File: src/rtl/issue_controller.sv
// Registered decode/issue stage: valid/ready intake, one-cycle decode latency,
// JZ/JMP sequencing with a fetch-flush window, and LOAD/STORE hold until mem_ack.
module issue_controller #(
    parameter int WIDTH_INSTR  = 24,
    parameter int WIDTH_OPCODE = 4,
    parameter int WA_RF        = 4,
    parameter int WIDTH_VECTOR = 8,
    parameter int WIDTH_JDATA  = 16,
    parameter int WA_MEM_SIGN  = 16,
    parameter int FLUSH_CYCLES = 2
) (
    input  logic                    i_clk,
    input  logic                    i_rst_n,
    input  logic [WIDTH_INSTR-1:0]  i_instr,
    input  logic                    i_instr_valid,
    output logic                    o_instr_ready,
    input  logic                    i_zero_valid,
    input  logic                    i_zero,
    input  logic                    i_exe_flush,
    input  logic                    i_mem_ack,
    output logic                    o_dec_valid,
    output logic [WIDTH_OPCODE-1:0] o_opcode,
    output logic [WA_RF-1:0]        o_addr_rega,
    output logic [WA_RF-1:0]        o_addr_regb,
    output logic [WIDTH_VECTOR-1:0] o_data_imm,
    output logic [WIDTH_VECTOR-1:0] o_we_rf,
    output logic                    o_mem_req,
    output logic                    o_mem_we,
    output logic                    o_mem_alu,
    output logic [WA_MEM_SIGN-1:0]  o_mem_addr,
    output logic                    o_jump,
    output logic [WIDTH_JDATA-1:0]  o_jump_addr,
    output logic                    o_flush,
    output logic                    o_illegal,
    output logic [15:0]             o_issued_cnt
);

    localparam int CW = $clog2(FLUSH_CYCLES + 2);
    localparam logic [CW-1:0] CNT_LOAD = CW'(FLUSH_CYCLES);

    localparam logic [WIDTH_OPCODE-1:0] OP_ALU_MAX = WIDTH_OPCODE'(8);
    localparam logic [WIDTH_OPCODE-1:0] OP_JZ      = WIDTH_OPCODE'(9);
    localparam logic [WIDTH_OPCODE-1:0] OP_JMP     = WIDTH_OPCODE'(10);
    localparam logic [WIDTH_OPCODE-1:0] OP_STORE   = WIDTH_OPCODE'(11);
    localparam logic [WIDTH_OPCODE-1:0] OP_LOAD    = WIDTH_OPCODE'(12);
    localparam logic [WIDTH_OPCODE-1:0] OP_NOP     = WIDTH_OPCODE'(13);

    typedef enum logic [2:0] {
        S_RUN,
        S_BR_WAIT,
        S_JUMP,
        S_FLUSH,
        S_MEM_WAIT
    } state_t;

    // With a zero-length window every flush entry collapses straight back to RUN.
    localparam state_t S_FL_ENTRY = (FLUSH_CYCLES == 0) ? S_RUN : S_FLUSH;

    state_t                  r_state, w_state_nxt;
    logic [CW-1:0]           r_cnt, w_cnt_nxt;
    logic                    r_pend, w_pend_nxt;

    logic                    r_dec_valid;
    logic [WIDTH_OPCODE-1:0] r_opcode;
    logic [WA_RF-1:0]        r_rega;
    logic [WA_RF-1:0]        r_regb;
    logic [WIDTH_VECTOR-1:0] r_imm;
    logic [WIDTH_VECTOR-1:0] r_we_rf;
    logic [WIDTH_JDATA-1:0]  r_jdata;
    logic                    r_is_store;
    logic                    r_illegal;
    logic [15:0]             r_issued_cnt;

    logic [WIDTH_OPCODE-1:0] w_op;
    logic [WA_RF-1:0]        w_rega;
    logic [WA_RF-1:0]        w_regb;
    logic [WIDTH_VECTOR-1:0] w_imm;
    logic [WIDTH_JDATA-1:0]  w_jdata;
    logic [WIDTH_VECTOR-1:0] w_lane_we;
    logic                    w_accept;
    logic                    w_rsvd;

    assign w_op    = i_instr[WIDTH_INSTR-1 -: WIDTH_OPCODE];
    assign w_rega  = i_instr[WIDTH_INSTR-WIDTH_OPCODE-1 -: WA_RF];
    assign w_regb  = i_instr[WIDTH_INSTR-WIDTH_OPCODE-WA_RF-1 -: WA_RF];
    assign w_imm   = i_instr[WIDTH_VECTOR-1:0];
    assign w_jdata = i_instr[WIDTH_JDATA-1:0];

    assign o_instr_ready = (r_state == S_RUN) && !i_exe_flush && i_rst_n;
    assign w_accept      = i_instr_valid && o_instr_ready;
    assign w_rsvd        = (w_op > OP_NOP);
    assign w_lane_we     = ((w_op <= OP_ALU_MAX) || (w_op == OP_LOAD)) ? w_imm : '0;

    always_ff @(posedge i_clk) begin
        if (!i_rst_n) begin
            r_state <= S_RUN;
            r_cnt   <= '0;
            r_pend  <= 1'b0;
        end else begin
            r_state <= w_state_nxt;
            r_cnt   <= w_cnt_nxt;
            r_pend  <= w_pend_nxt;
        end
    end

    always_comb begin
        w_state_nxt = r_state;
        w_cnt_nxt   = r_cnt;
        w_pend_nxt  = r_pend;
        case (r_state)
            S_RUN: begin
                if (i_exe_flush) begin
                    w_state_nxt = S_FL_ENTRY;
                    w_cnt_nxt   = CNT_LOAD;
                end else if (w_accept) begin
                    if (w_op == OP_JZ)
                        w_state_nxt = S_BR_WAIT;
                    else if (w_op == OP_JMP)
                        w_state_nxt = S_JUMP;
                    else if ((w_op == OP_STORE) || (w_op == OP_LOAD))
                        w_state_nxt = S_MEM_WAIT;
                end
            end
            S_BR_WAIT: begin
                // A flush cancels the branch even when the zero flag arrives together with it.
                if (i_exe_flush) begin
                    w_state_nxt = S_FL_ENTRY;
                    w_cnt_nxt   = CNT_LOAD;
                end else if (i_zero_valid) begin
                    w_state_nxt = i_zero ? S_JUMP : S_RUN;
                end
            end
            S_JUMP: begin
                w_state_nxt = S_FL_ENTRY;
                w_cnt_nxt   = CNT_LOAD;
            end
            S_FLUSH: begin
                if (i_exe_flush)
                    w_cnt_nxt = CNT_LOAD;
                else if (r_cnt <= CW'(1)) begin
                    w_state_nxt = S_RUN;
                    w_cnt_nxt   = '0;
                end else
                    w_cnt_nxt = r_cnt - CW'(1);
            end
            S_MEM_WAIT: begin
                w_pend_nxt = r_pend || i_exe_flush;
                if (i_mem_ack) begin
                    w_pend_nxt = 1'b0;
                    if (r_pend || i_exe_flush) begin
                        w_state_nxt = S_FL_ENTRY;
                        w_cnt_nxt   = CNT_LOAD;
                    end else
                        w_state_nxt = S_RUN;
                end
            end
            default: begin
                w_state_nxt = S_RUN;
                w_cnt_nxt   = '0;
                w_pend_nxt  = 1'b0;
            end
        endcase
    end

    // Decode fields only move on accept; the lane mask is a one-cycle pulse.
    always_ff @(posedge i_clk) begin
        if (!i_rst_n) begin
            r_dec_valid  <= 1'b0;
            r_opcode     <= '0;
            r_rega       <= '0;
            r_regb       <= '0;
            r_imm        <= '0;
            r_we_rf      <= '0;
            r_jdata      <= '0;
            r_is_store   <= 1'b0;
            r_illegal    <= 1'b0;
            r_issued_cnt <= '0;
        end else begin
            r_dec_valid <= w_accept;
            r_we_rf     <= w_accept ? w_lane_we : '0;
            if (w_accept) begin
                r_opcode     <= w_rsvd ? OP_NOP : w_op;
                r_rega       <= w_rega;
                r_regb       <= w_regb;
                r_imm        <= w_imm;
                r_jdata      <= w_jdata;
                r_is_store   <= (w_op == OP_STORE);
                r_illegal    <= r_illegal || w_rsvd;
                r_issued_cnt <= r_issued_cnt + 16'd1;
            end
        end
    end

    assign o_dec_valid  = r_dec_valid;
    assign o_opcode     = r_opcode;
    assign o_addr_rega  = r_rega;
    assign o_addr_regb  = r_regb;
    assign o_data_imm   = r_imm;
    assign o_we_rf      = r_we_rf;
    assign o_mem_req    = (r_state == S_MEM_WAIT);
    assign o_mem_we     = o_mem_req && r_is_store;
    assign o_mem_alu    = o_mem_req && !r_is_store;
    assign o_mem_addr   = r_jdata[WA_MEM_SIGN-1:0];
    assign o_jump       = (r_state == S_JUMP);
    assign o_jump_addr  = r_jdata;
    assign o_flush      = (r_state == S_FLUSH);
    assign o_illegal    = r_illegal;
    assign o_issued_cnt = r_issued_cnt;

endmodule
File: config.mk
export PLATFORM = sky130hd
export DESIGN_NAME = issue_controller
export DESIGN_NICKNAME = d
export VERILOG_FILES = /design/src/rtl/issue_controller.sv
export SDC_FILE = /design/constraint.sdc
export NUM_CORES = 1
export LEC_CHECK = 0
export ABC_AREA = 1
export BUFFER_PORTS_ARGS = -buffer_cell sky130_fd_sc_hd__buf_2
export CAP_MARGIN = 20
export CORE_MARGIN = 4
export CORE_UTILIZATION = 40
export CTS_CLUSTER_DIAMETER = 80
export CTS_CLUSTER_SIZE = 30
export DETAILED_ROUTE_END_ITERATION = 12
export PLACE_DENSITY = 0.76
export SLEW_MARGIN = 15
export SYNTH_ARGS = -nofsm -noshare
export SYNTH_HDL_FRONTEND = slang
export SYNTH_SLANG_ARGS = --single-unit
File: constraint.sdc
create_clock -name i_clk -period 2.7 [get_ports i_clk]
set_input_delay 0.27 -clock i_clk [delete_from_list [all_inputs] [get_ports i_clk]]
set_output_delay 0.27 -clock i_clk [all_outputs]
set_load 0.01 [all_outputs]
==> flow_metrics.py, run 1 <==
metrics = {
    "logic_synthesis": {
        "synthDistinctLibCells": 30,
        "synth_seq_cells": 57,
        "netlist_instances": 378,
        "synth_area_sq_mm": 0.00272,
        "syn_nets": 410,
        "synth_commonest_cells": "nand2_1 (85), dfxtp_1 (57), nor2_1 (53)",
        "ys.flop_type": "dfxtp_1",
        "yosys_warnings": 0,
        "yosysMostFrequentCell": "nand2_1",
        "yosysTopAreaCellShare_pct": 42.0,
        "async_flop_share_pct": 0,
        "synth_top_area_cell": "dfxtp_1",
        "syn_avg_cell_area_sq_um": 7.19,
        "synth.area.top_cells": "dfxtp_1 (42%), nand2_1 (12%), buf_4 (8.6%)",
        "synth-edff-count": 0,
        "synth_seq_area_share_pct": 42.0,
    },
    "routing": {
        "detail_route.wl_per_cell_um": 11.7,
        "drc": 0,
        "wl_um": 6400,
        "vias": 2594,
        "ant_nets": 0,
        "firstDrtPassIters": 4,
        "drt_iter0_drc": 72,
        "vias_per_cell": 4.76,
    },
    "worst_setup_path": {
        "path_class": "flip-flop to flip-flop",
        "startpoint": "r_state[1]",
        "cp_slowest_stage_delay_ns": 0.40,
        "crit_buf_inv": 0,
        "cp_max_fo": 37,
        "crit_top_cell": "nor2_4",
        "crit_chain": "nor2_4 -> nand2_2 -> nor2_4 -> nand2_4 -> nor2_8 -> nand2_1 -> nor2_1",
        "crit_family": "simple AND/OR/NAND/NOR gates",
        "endpoint_kind": "flip-flop",
        "rr_worst_depth": 7,
        "crit_cells": 7,
        "r2r_start": "r_state[1]",
        "crit_arrival_ns": 2.00,
        "start_kind": "flip-flop",
        "crit_slowest_cell": "nor2_8",
        "crit_required_ns": 2.96,
    },
    "pwr": {
        "swShare_pct": 32.0,
        "p_leak_nw": 1.82,
        "p_seq_share_pct": 39.9,
        "clkPwrFrac_pct": 34.6,
        "p_sw_mw": 0.801,
        "powerDensity_mw_per_mm2": 756,
        "p_int_mw": 1.71,
        "comb_power_share_pct": 25.5,
        "peakVddDrop_uv": 367,
    },
    "grt": {
        "grtUsageTotal_pct": 15.9,
        "overflow": 0,
        "antenna_found_initial": 1,
        "grt_max_degree": 46,
        "grt_pass1_wl_um": 10700,
        "grt_pass1_vias": 2400,
    },
    "clock_network": {
        "cts_tree": "yes",
        "cts_resized": 0,
        "clockBufferDepth": 2,
        "cts_setup_buffers": 0,
        "holdBufCountCts": 0,
        "clock_latency_ns": 0.33,
        "cts_inserted_buffers": 9,
        "htree_levels": 3,
        "cts_root_buffer": "clkbuf_8",
        "cts_sinks": 57,
        "clkTransAtPathRegs_ns": 0.07,
    },
    "finish": {
        "fillers": 640,
        "multi_input_area_sq_mm": 0.00114,
        "area_delta_synth_final_pct": 22.0,
        "drive_gt1_share_pct": 30.8,
        "antenna_cells": 0,
        "fin_cells": 545,
        "final_area_sq_mm": 0.00332,
        "regArea_sq_mm": 0.00114,
        "nets": 495,
    },
    "floorplanning": {
        "coreArea_sq_mm": 0.00646,
        "die_y_um": 90.4,
        "num_io_pins": 115,
        "initial_core_util_pct": 42.1,
        "fp.dieW_um": 90.4,
        "num_rows": 29,
        "die_area_sq_mm": 0.00818,
    },
    "timing": {
        "finClkSkew_ns": 0.00738,
        "setup_viol": 0,
        "whs_ns": 0.131,
        "tightest_slew_ns": 0.486,
        "rsz0062_at_grt": "false",
        "slew_viol_final": 0,
        "finalCritPeriodShare_pct": 64.6,
        "period_needed_ns": 1.74,
        "hold_viol": 0,
        "fmax_mhz": 574,
        "final.setup.tns_ns": 0,
        "relSlewSlack_pct": 67.6,
    },
    "flow_run": {
        "drv_cap": 0,
    },
    "placement": {
        "gp_congestion": 0.880,
        "hpwl_um": 4740,
        "dpl.cell_count": 529,
        "io_buffers": 114,
        "dpl_cell_area_sq_mm": 0.00310,
    },
    "min_path": {
        "hp-class": "primary input to flip-flop",
        "min_from": "i_instr[17]",
        "holdPathStages": 3,
    },
    "outcome": {
        "outcome": "finished clean",
    },
}
## layout make-up
class / instances / area share (%)
Multi-Input combinational cell: 243 / 34.4
Inverter: 37 / 4.26
Clock inverter: 5 / 2.38
Timing Repair Buffer: 115 / 17.4
Clock buffer: 11 / 4.26
Sequential cell: 57 / 34.4
Tap cell: 77 / 2.90
## tightest hold or removal path, stage by stage
cell and delay, ns:
buf_2 0.07, nand2_1 0.04, nand2_1 0.05
## registers in the layout (all words and copies together), names as in the netlist, 2 cells and up
name          count
o_issued_cnt     16
o_we_rf           8
o_data_imm        7
o_jump_addr       5
o_addr_rega       4
o_addr_regb       4
o_opcode          4
r_state           3
r_cnt             2
## cells by family after synthesis
kind of cell / count (synthesis) / synth area share [%]
AND/OR/NAND/NOR: 202 / 32.8
flip-flops: 57 / 42.0
buffers and inverters: 78 / 16.1
adder cells (fa/ha/maj): 1 / 0.460
XOR/XNOR: 3 / 0.967
AO/OA/AOI/OAI: 37 / 7.78
## cell usage in the layout, fill, tap and decap left out, drive strengths merged, types with 2 or more instances in the layout
cell	count
bufinv	2
inv	37
dfxtp	57
xor2	3
buf	115
a21oi	12
nand3	44
nor3	6
o21ai	21
nor2	56
clkinv	3
clkbuf	11
nand4	4
nand2	89
## per-layer routing
layer	wire length (um)	part of all wire (%)	vias to the layer above	global-route usage (%)
met5	7	0.11	-	0
met1	2770	43	1141	17.3
met4	93	1.5	2	7.91
met3	517	8.1	8	5.83
li1	-	-	1339	-
met2	3020	47	104	27.0
## through the flow
step                power [mW]  utilization [%]  worst slack, ns
floorplan                 1.51                -             1.27
global placement          1.65             48.0             1.02
detailed placement        1.67             48.0            0.919
CTS                       2.55             51.4            0.899
global route              2.67             51.4            0.727
finish                    2.51             51.4            0.956
## power groups by stage
| stage | clock network (mW) | registers (mW) | logic [mW] |
|---|---|---|---|
| finish | 0.867 | 1.00 | 0.639 |
| global route | 0.933 | 1.02 | 0.726 |
| CTS | 0.902 | 1.00 | 0.648 |
| detailed placement | 0 | 1.02 | 0.644 |
| global placement | 0 | 1.01 | 0.636 |
| floorplan | 0 | 1.04 | 0.478 |
## final timing paths
check                                      end  slack [ns]
worst max-delay path                o_we_rf[4]        0.96
worst min-delay path            o_addr_rega[1]        0.13
worst min register to register  o_addr_rega[0]        0.47
worst max register to register      o_we_rf[4]        0.96
Note: power is estimated with default switching activity, not from simulation.
==> run 2, diff against run 1 <==
--- a/config.mk
+++ b/config.mk
@@ -13,7 +13,7 @@
 export CTS_CLUSTER_DIAMETER = 80
 export CTS_CLUSTER_SIZE = 30
 export DETAILED_ROUTE_END_ITERATION = 12
-export PLACE_DENSITY = 0.76
+export PLACE_DENSITY = 0.78
 export SLEW_MARGIN = 15
 export SYNTH_ARGS = -nofsm -noshare
 export SYNTH_HDL_FRONTEND = slang
==> constraint.sdc (replaced) <==
create_clock -name i_clk -period 1.4 [get_ports i_clk]
set_input_delay 0.14 -clock i_clk [delete_from_list [all_inputs] [get_ports i_clk]]
set_output_delay 0.14 -clock i_clk [all_outputs]
set_load 0.01 [all_outputs]
==> run 2 against run 1 <==
Effect of this change:
- the flow now finishes with violations (setup timing)
- non-clock buffer count increased by 25
- combinational power up 140%
- core utilization grew 3.7 points
- critical path type is now flip-flop to primary output
- critical endpoint is now o_instr_ready
- largest cell class is now multi-input combinational cells
==> flow_metrics.py, run 2 (synthesized netlist as in run 1, its figures left out) <==
metrics = {
    "pwr": {
        "powerDensity_mw_per_mm2": 1360,
        "power.total_mw": 4.83,
        "p_leak_nw": 1.93,
        "peakVddDrop_uv": 525,
    },
    "routing": {
        "detail_route.wl_per_cell_um": 12.3,
        "firstDrtPassIters": 4,
        "vias": 2689,
        "ant_nets": 0,
        "wl_um": 7000,
        "drc": 0,
        "drt_iter0_drc": 76,
        "vias_per_cell": 4.73,
    },
    "finish": {
        "fillers": 619,
        "drive_gt1_share_pct": 35.6,
        "antenna_cells": 0,
        "final_common_cell": "buf_2",
        "area_delta_synth_final_pct": 30.9,
        "fin_cells": 569,
        "nets": 520,
        "layout_common_cells": "buf_2 (113), nand2_1 (84), dfxtp_1 (51)",
        "largest_reg_flops": 16,
    },
    "timing": {
        "fmax_mhz": 704,
        "relSlewSlack_pct": 78.7,
        "slew_viol_final": 0,
        "finClkSkew_ns": 0.00423,
        "tightest_slew_ns": 0.318,
        "hold_viol": 0,
        "rsz0062_at_grt": "true",
        "fin_ws_ns": -0.0208,
        "finalCritPeriodShare_pct": 101,
        "period_needed_ns": 1.42,
        "setup_viol": 2,
    },
    "grt": {
        "grt_pass1_wl_um": 11600,
        "grtUsageTotal_pct": 17.2,
        "grt_pass1_vias": 2493,
        "grt_max_degree": 25,
        "antenna_found_initial": 0,
        "overflow": 0,
    },
    "min_path": {
        "holdPathEnd": "o_jump_addr[9]",
        "min_from": "i_instr[9]",
        "holdPathStages": 3,
        "hp-class": "primary input to flip-flop",
    },
    "placement": {
        "io_buffers": 114,
        "hpwl_um": 5140,
        "gp_congestion": 0.823,
        "dpl.cell_count": 544,
    },
    "clock_network": {
        "clock_latency_ns": 0.33,
        "cts_root_buffer": "clkbuf_8",
        "cts_tree": "yes",
        "clockBufferDepth": 2,
        "cts_sinks": 57,
        "htree_levels": 3,
        "cts_inserted_buffers": 9,
        "clkTransAtPathRegs_ns": 0.06,
    },
    "worst_setup_path": {
        "r2r_slack_ns": 0,
        "cp_max_fo": 3,
        "r2r_start": "r_state[1]",
        "rr_worst_depth": 8,
        "path_class": "flip-flop to primary output",
        "crit_required_ns": 1.26,
        "crit_buf_inv": 2,
        "r2r-end": "o_opcode[1]",
        "crit_slowest_cell": "dfxtp_2",
        "crit_top_cell": "nor2_4",
        "crit_arrival_ns": 1.28,
        "crit_chain": "nor2_4 -> nand2_2 -> nor2_4 -> nand2_4 -> inv_4 -> buf_6",
        "crit_family": "simple AND/OR/NAND/NOR gates",
        "endpoint_kind": "primary output",
        "cp_slowest_stage_delay_ns": 0.33,
        "start_kind": "flip-flop",
    },
    "flow_run": {
        "drv_cap": 0,
    },
    "floorplanning": {
        "num_rows": 29,
        "num_io_pins": 115,
        "initial_core_util_pct": 42.1,
        "coreArea_sq_mm": 0.00646,
        "fp.dieW_um": 90.4,
        "die_y_um": 90.4,
        "die_area_sq_mm": 0.00818,
    },
    "outcome": {
        "outcome": "complete, but fails checks",
        "violations": "setup timing",
    },
}
-- run 2: timing repair --
action,4_1_cts,5_1_grt
hold buffers,9,0
pin swaps,0,6
setup endpoints to repair,20,57
setup buffers,0,1
endpoints found under the hold margin,9,0
resized for setup,3,22
-- run 2: final cells by class --
class                   count  area (sq um)  share of cell area, %
multi-input cells         243          1190                   33.3
flip-flops and latches     57          1150                   32.3
repair buffers            140           810                   22.7
inverters                  37           141                   3.97
clock buffers              11           131                   3.69
well taps                  77          96.3                   2.71
clock inverters             4          45.0                   1.27
-- run 2: through the flow --
stage / area (sq um) / util (%) / setup slack [ns] / setup TNS, ns / hold slack [ns]
detailed placement: 3210 / 49.7 / -0.0258 / -0.110 / 0.339
finish: 3560 / 55.1 / -0.0208 / -0.0216 / 0.0176
global route: 3560 / 55.1 / -0.0952 / -3.03 / 0.0109
CTS: 3490 / 54.0 / -0.0523 / -0.0523 / 0.00900
global placement: 3210 / 49.7 / -0.0245 / -0.0245 / 0.336
floorplan: 2720 / - / 0.0410 / 0 / 0.251
-- run 2: worst max-delay path by stage --
stage / from / to / slack, ns / cells past startpoint
CTS: r_state[0] / o_instr_ready / -0.05 / 6
detailed placement: o_issued_cnt[0] / o_issued_cnt[14] / -0.03 / 8
finish: r_state[1] / o_instr_ready / -0.02 / 6
floorplan: o_issued_cnt[0] / o_issued_cnt[10] / 0.04 / 9
global route: r_state[1] / o_opcode[0] / -0.1 / 8
global placement: o_issued_cnt[0] / o_issued_cnt[14] / -0.02 / 8
-- run 2: worst reg2reg max path, delay by kind of cell, from the launching register on --
kind / cells / cell delay [ns]
AND/OR/NAND/NOR: 5 / 0.55
AO/OA/AOI/OAI: 1 / 0.16
flip-flops: 1 / 0.33
buffers and inverters: 2 / 0.27
-- run 2: layer usage --
metal	up-vias	wire, um	part of all wire, %	track usage (%)
li1	1390	-	-	-
met1	1183	2990	43	19.9
met2	103	3360	48	28.5
met3	13	508	7.3	5.92
met4	0	140	2.0	8.16
met5	-	0	0	0
-- run 2: power breakdown --
part           total [mW]  switching (mW)  internal (mW)
sequential           1.91           0.119           1.79
clock                1.41           0.605          0.803
combinational        1.51           0.897          0.611
